**config.mk**
```make
export PLATFORM = sky130hd
export DESIGN_NAME = trena_uc
export DESIGN_NICKNAME = d
export VERILOG_FILES = /design/src/rtl/trena_uc.sv
export SDC_FILE = /design/constraint.sdc
export NUM_CORES = 1
export LEC_CHECK = 0
export BUFFER_PORTS_ARGS = -buffer_cell sky130_fd_sc_hd__buf_2
export CAP_MARGIN = 25
export CORE_MARGIN = 3
export CORE_UTILIZATION = 60
export CTS_CLUSTER_SIZE = 14
export DETAILED_ROUTE_END_ITERATION = 6
export MAX_ROUTING_LAYER = met4
export PLACE_DENSITY = 0.92
export SYNTH_ARGS = -nofsm -noshare
export SYNTH_HDL_FRONTEND = slang
export SYNTH_SLANG_ARGS = --single-unit
```
**constraint.sdc**
```tcl
create_clock -name clock -period 4.3 [get_ports clock]
set_input_delay 0.43 -clock clock [delete_from_list [all_inputs] [get_ports clock]]
set_output_delay 0.43 -clock clock [all_outputs]
set_load 0.02 [all_outputs]
```
**src/rtl/trena_uc.sv**
```systemverilog
// Control unit for the tape-measure datapath: clear, measure with timeout, send 3 digits plus '#'.
// Optional continuous mode is enabled by defining TRENA_UC_CONTINUO_EN.
module trena_uc #(
   parameter int TIMEOUT_CICLOS   = 2_500_000,
   parameter int INTERVALO_CICLOS = 25_000_000
) (
   input  logic       clock,
   input  logic       reset,
   input  logic       mensurar,
   input  logic       continuo,
   input  logic       fim_medida,
   input  logic       fim_digito,
   input  logic       fim_envio,
   output logic       zera,
   output logic       medir,
   output logic       conta,
   output logic       partida,
   output logic       pronto,
   output logic       erro,
   output logic [3:0] db_estado
);

   localparam int MAXC = (TIMEOUT_CICLOS > INTERVALO_CICLOS) ? TIMEOUT_CICLOS : INTERVALO_CICLOS;
   localparam int CW   = (MAXC > 2) ? $clog2(MAXC) : 1;
   localparam logic [CW-1:0] TMO_LAST = CW'(TIMEOUT_CICLOS - 1);

   typedef enum logic [3:0] {
      INICIAL        = 4'd0,
      PREPARACAO     = 4'd1,
      MEDIDA         = 4'd2,
      AGUARDA_MEDIDA = 4'd3,
      TRANSMISSAO    = 4'd4,
      ESPERA_DIGITO  = 4'd5,
      PROXIMO        = 4'd6,
      FINAL          = 4'd7,
      INTERVALO      = 4'd8,
      ERRO           = 4'd14
   } estado_t;

   estado_t       estado_q, estado_d;
   logic [CW-1:0] cnt_q, cnt_d;

`ifdef TRENA_UC_CONTINUO_EN
   localparam logic [CW-1:0] INT_LAST = CW'(INTERVALO_CICLOS - 1);
`else
   logic unused_continuo;
   assign unused_continuo = continuo;
`endif

   always_ff @(posedge clock) begin
      if (reset) begin
         estado_q <= INICIAL;
         cnt_q    <= '0;
      end else begin
         estado_q <= estado_d;
         cnt_q    <= cnt_d;
      end
   end

   always_comb begin
      estado_d = estado_q;
      cnt_d    = cnt_q;
      case (estado_q)
         INICIAL:        if (mensurar) estado_d = PREPARACAO;
         PREPARACAO:     estado_d = MEDIDA;
         MEDIDA: begin
            cnt_d    = '0;
            estado_d = AGUARDA_MEDIDA;
         end
         AGUARDA_MEDIDA: begin
            // A completed measurement beats a timeout landing on the same cycle
            if (fim_medida)            estado_d = TRANSMISSAO;
            else if (cnt_q == TMO_LAST) estado_d = ERRO;
            else                        cnt_d    = cnt_q + 1'b1;
         end
         TRANSMISSAO:    estado_d = ESPERA_DIGITO;
         ESPERA_DIGITO:  if (fim_digito) estado_d = PROXIMO;
         PROXIMO:        estado_d = fim_envio ? FINAL : TRANSMISSAO;
`ifdef TRENA_UC_CONTINUO_EN
         FINAL: begin
            if (continuo) begin
               cnt_d    = '0;
               estado_d = INTERVALO;
            end else begin
               estado_d = INICIAL;
            end
         end
         INTERVALO: begin
            if (!continuo)              estado_d = INICIAL;
            else if (cnt_q == INT_LAST) estado_d = PREPARACAO;
            else                        cnt_d    = cnt_q + 1'b1;
         end
`else
         FINAL:          estado_d = INICIAL;
`endif
         ERRO:           if (mensurar) estado_d = PREPARACAO;
         default:        estado_d = INICIAL;
      endcase
   end

   always_comb begin
      zera    = 1'b0;
      medir   = 1'b0;
      conta   = 1'b0;
      partida = 1'b0;
      pronto  = 1'b0;
      erro    = 1'b0;
      case (estado_q)
         PREPARACAO:  zera    = 1'b1;
         MEDIDA:      medir   = 1'b1;
         TRANSMISSAO: partida = 1'b1;
         PROXIMO:     conta   = 1'b1;
         FINAL:       pronto  = 1'b1;
         ERRO:        erro    = 1'b1;
         default: ;
      endcase
   end

   assign db_estado = estado_q;

endmodule

```
Yosys cells after proc, flatten, opt, wreduce, memory -nomap -nowiden
Cells that the tools add are included.

word-level totals
  register bits after elaboration = 29
  bits of input ports = 7
  output and inout bits = 10
  logic and storage cells = 37

operators by class
  add/sub/neg operators = 1
  equal/unequal tests = 14
  mux-type cells = 15
  reductions and logical operators = 5

operator list
  kind                                                                number
  25-bit two-way mux                                                  2
  25-bit one-hot mux with 2 select lines                              1
  4-bit one-hot mux with 7 select lines                               1
  25-bit by 1-bit adder with 25-bit output (second input constant)    1
  25-bit by 22-bit == test with 1-bit output (second input constant)  1
  4-bit by 3-bit == test with 1-bit output (second input constant)    4
  4-bit two-way mux                                                   4
  4-bit by 2-bit == test with 1-bit output (second input constant)    2
  1-bit two-way mux                                                   6
  2-bit != test (second input constant)                               3
  3-bit AND reduction                                                 2
  4-bit by 1-bit == test with 1-bit output (second input constant)    1
  4-bit == test (second input constant)                               1
  4-bit zero test                                                     1
  3-bit != test (second input constant)                               1
  2-bit two-way mux                                                   1
  2-bit by 1-bit != test with 1-bit output (second input constant)    1
  2-bit nonzero test                                                  1
  2-bit OR reduction                                                  1

Depth between registers and ports, before layout
  depth after elaboration = 4
  depth in mapped cells = 8
  mapped depth without buffers = 6

Worst setup path after synthesis
OpenSTA, ideal clock, no wires.

  kind = flip-flop to flip-flop
  start point = reg estado_q[1] (netlist: db_estado[1])
  end point = reg cnt_q[2]
  library setup time = 0.125 ns
  arrival time = 1.772 ns
  required time = 4.175 ns
  setup slack = 2.403 ns
  cell stages (with the launch flop) = 8
  path buffers = 2
  clock period less this slack = 1.897 ns
  path through = dfxtp_1 > or4b_1 > clkbuf_1 > inv_1 > nor2_1 > clkbuf_1 > o211ai_1 > o31ai_1

on the way
  word-level cells in the longest chain between the ends = 3
  elaborated cells on any way between the ends = 7
  those cells by class = eq/ne: 4; mux: 1; reduce/logical: 2

ends and longest elaborated chain
  item                                                           RTL line  text
  start: declaration                                             40        estado_t estado_q, estado_d;
  start signal: assignment                                       55        estado_q <= estado_d;
  4-bit by 2-bit == test with 1-bit output                       63        case (estado_q)
  2-bit != test (no line) or 2-bit nonzero test (tied branches)  n/a
  3-bit AND reduction (no line)                                  n/a
  end signal: assignment                                         56        cnt_q <= cnt_d;
  end: declaration                                               41        logic [CW-1:0] cnt_q, cnt_d;

Parallel ways exist; a longest one is shown, timed or not.
A chain may end at the register's enable or synchronous reset.

Worst setup path after layout
  start point = reg estado_q[1] (netlist: db_estado[1])
  end point = out medir

on the way
  word-level cells in the longest chain between the ends = 2

ends and longest elaborated chain
  item                                      RTL line  text
  4-bit by 2-bit == test with 1-bit output  108       case (estado_q)
  1-bit two-way mux                         108
  end: declaration                          15        output logic medir,

No other way between the ends.

==> results.sh <==
export IMPL_rsz0062_at_grt="false"
export IMPL_root_buffer="clkbuf_4"
export IMPL_nets=242
export IMPL_post_route_cell_area_sq_mm=0.00190
export IMPL_ys_flop_type="dfxtp_1"
export IMPL_post_cts_buffers=0
export IMPL_drc_errors=0
export IMPL_pwr_share_seq_pct=56.0
export IMPL_cts_buffer_depth=2
export IMPL_setup_tns_ps=0
export IMPL_critPathArrivalTime_ps=1980
export IMPL_cp_end_kind="primary output"
export IMPL_skew_ps=14.9
export IMPL_setup_viol=0
export IMPL_yosysWarnings=0
export IMPL_die_x_um=60.8
export IMPL_antenna_cells_inserted=0
export IMPL_io_buffers=15
export IMPL_critPathRequiredTime_ps=3870
export IMPL_synthTopCellsByArea="dfxtp_1, nand2_1, a2111o_1, nand4_1, a21oi_1"
export IMPL_post_drt_wl_per_cell_um=14.6
export IMPL_status="finished clean"
export IMPL_antenna_found_initial=0
export IMPL_grtUsageTotal_pct=24.5
export IMPL_h_tree_depth=2
export IMPL_p_int_mw=0.354
export IMPL_irDropWorstVdd_mv=0.197
export IMPL_worst_slew_pin_slew_ps=880
export IMPL_synthCells=227
export IMPL_ys_seq_area_share_pct=32.2
export IMPL_yosysTopAreaCell="dfxtp_1"
export IMPL_place_area_sq_mm=0.00185
export IMPL_n_fill_cell=233
export IMPL_rrSetupSlack_ps=1910
export IMPL_first_iter_violations=169
export IMPL_async_reset_ff_share_pct=0
export IMPL_switching_share_pct=29.0
export IMPL_period_share_pct=56.0
export IMPL_ant_nets=0
export IMPL_synth_cell_area_sq_mm=0.00180
export IMPL_syn_nets=235
export IMPL_hpwlAfterDp_um=2670
export IMPL_die_y_um=60.8
export IMPL_ctsResizeCount=0
export IMPL_comb_power_share_pct=12.4
export IMPL_multi_input_area_sq_mm=0.00111
export IMPL_regToRegEndpoint="cnt_q[2]"
export IMPL_path_clk_slew_ps=90
export IMPL_area_growth_pct=5.69
export IMPL_routed_wl_um=3890
export IMPL_ff2ff_path_depth=6
export IMPL_cap_violations=0
export IMPL_grt_pass1_wl_um=6690
export IMPL_min_period_ps=2410
export IMPL_grt_max_degree=33
export IMPL_via_per_inst=6.50
export IMPL_core_area_sq_mm=0.00281
export IMPL_p_clk_share_pct=31.7
export IMPL_final_layout_size_suffix_gt1_share_pct=12.8
export IMPL_ys_seq_elements=29
export IMPL_seqCellArea_sq_um=581
export IMPL_crit_type="reg2out"
export IMPL_grt_overflow=0
export IMPL_gp_congestion=0.941
export IMPL_rr_startpoint="db_estado[3]"
export IMPL_min_path_type="in2reg"
export IMPL_initial_core_util_pct=64.2
export IMPL_start_kind="register"
export IMPL_clock_latency_ps=330
export IMPL_synth_enable_flop_cells=0
export IMPL_power_density_mw_per_mm2=262
export IMPL_grt_pass1_vias=1496
export IMPL_synth_area_per_cell_sq_um=7.94
export IMPL_numCtsBuffers=5
export IMPL_synth_top_area_share_pct=32.2
export IMPL_setup_slack_ps=1890
export IMPL_cts_hold_buffers=0
export IMPL_place_ws_ps=1930
export IMPL_critPathMaxFanout=32
export IMPL_crit_end="medir"
export IMPL_p_leak_nw=0.649
export IMPL_dieArea_sq_mm=0.00370
export IMPL_clock_fmax_mhz=415
export IMPL_cts_tree="done"
export IMPL_hold_viol=0
export IMPL_switching_power_mw=0.145
export IMPL_firstDrtPassIters=4
export IMPL_ys_types=53
export IMPL_io_pins=17
export IMPL_cts_num_sinks=29
export IMPL_slew_viol_final=0
export IMPL_startpoint="db_estado[1]"
export IMPL_rows=19
export IMPL_route_vias_total=1730
export IMPL_slew_headroom_pct=41.1
==> cell families after synthesis <==
logic type,count (synthesis),synth area share (%)
and+or+nand+nor,107,32.6
muxes,7,3.89
adders and majority gates,1,0.694
DFF,29,32.2
buffers and inverters,25,6.53
xor gates and xnor gates,4,1.94
AOI/OAI and AO/OA,54,22.2
==> cell type report <==
class	instances	share of cell area, %
flip-flops and latches	29	30.5
multi-input cells	173	58.5
well taps	31	2.04
repair buffers	17	4.73
clock buffers	6	2.17
inverters	8	1.58
clock inverters	2	0.526
==> per-layer routing <==
layer,up-vias,GRT usage (%),share of wire (%)
met1,792,32.6,47
met4,0,7.74,1.6
met2,62,36.0,45
li1,870,-,-
met3,6,6.81,6.7
met5,-,-,0
==> worst min path at each step <==
stage,startpoint,end,cells after the start
final,fim_envio,db_estado[0],3
after global routing,fim_envio,db_estado[0],3
after CTS,fim_envio,db_estado[0],3
after detailed placement,cnt_q[21],cnt_q[21],2
after global placement,cnt_q[8],cnt_q[8],2
after floorplan,cnt_q[21],cnt_q[21],2
==> cell usage after synthesis (2+ instances only) <==
| master | number |
|---|---|
| a2111o_1 | 8 |
| a211oi_1 | 3 |
| a21oi_1 | 14 |
| a22oi_1 | 2 |
| and2_1 | 4 |
| and3_1 | 4 |
| buf_1 | 2 |
| buf_2 | 4 |
| buf_4 | 3 |
| clkbuf_1 | 7 |
| dfxtp_1 | 29 |
| inv_1 | 7 |
| mux2i_1 | 7 |
| nand2_1 | 34 |
| nand2b_1 | 4 |
| nand3_1 | 11 |
| nand4_1 | 12 |
| nor2_1 | 10 |
| nor3_1 | 5 |
| nor4_1 | 3 |
| nor4b_2 | 2 |
| o2111ai_1 | 4 |
| o21ai_0 | 4 |
| o21ai_1 | 6 |
| o31ai_1 | 2 |
| or3_1 | 6 |
| or4_1 | 2 |
| xor2_1 | 3 |
==> power groups by stage <==
stage	clock (mW)	combinational, mW	sequential (mW)
2_1_floorplan	0	0.0502	0.282
3_3_place_gp	0	0.0606	0.285
3_5_place_dp	0	0.0613	0.285
4_1_cts	0.167	0.0615	0.279
5_1_grt	0.178	0.0684	0.280
6_report	0.158	0.0617	0.279
==> layout by cell type, fill, tap and decap left out, types with 2 or more instances in the layout <==
cell type and instances:
o21ai_0 4, o2111ai_1 4, nand2_1 34, or4_1 2, and3_1 4, or3_1 6, buf_2 15, clkbuf_4 5
a21oi_1 14, nand3_1 11, nor4b_2 2, buf_4 2, o31ai_1 2, nor2_1 10, o21ai_1 6, a2111o_1 8
a22oi_1 2, dfxtp_1 29, a211oi_1 3, mux2i_1 7, nor3_1 5, nand2b_1 4, clkinv_2 2, and2_1 4
nand4_1 12, inv_1 7, nor4_1 3, xor2_1 3
==> critical path, stage by stage (launching register included) <==
cell and delay (ps):
dfxtp_1 540, or4b_1 470, buf_4 250, inv_1 190, buf_2 200
==> state kept, by name, summed over array words and instances (netlist names) <==
register   flops
db_estado      4
cnt_q         25
==> stage by stage <==
step | instances | total power, mW | hold WS, ps | util, %
floorplan | 227 | 0.333 | 443 | -
global placement | 258 | 0.345 | 464 | 66.1
detailed placement | 258 | 0.346 | 481 | 66.1
CTS | 266 | 0.507 | 405 | 67.9
global route | 266 | 0.526 | 433 | 67.9
finish | 266 | 0.498 | 428 | 67.9
Note: power is estimated with default switching activity, not from simulation.
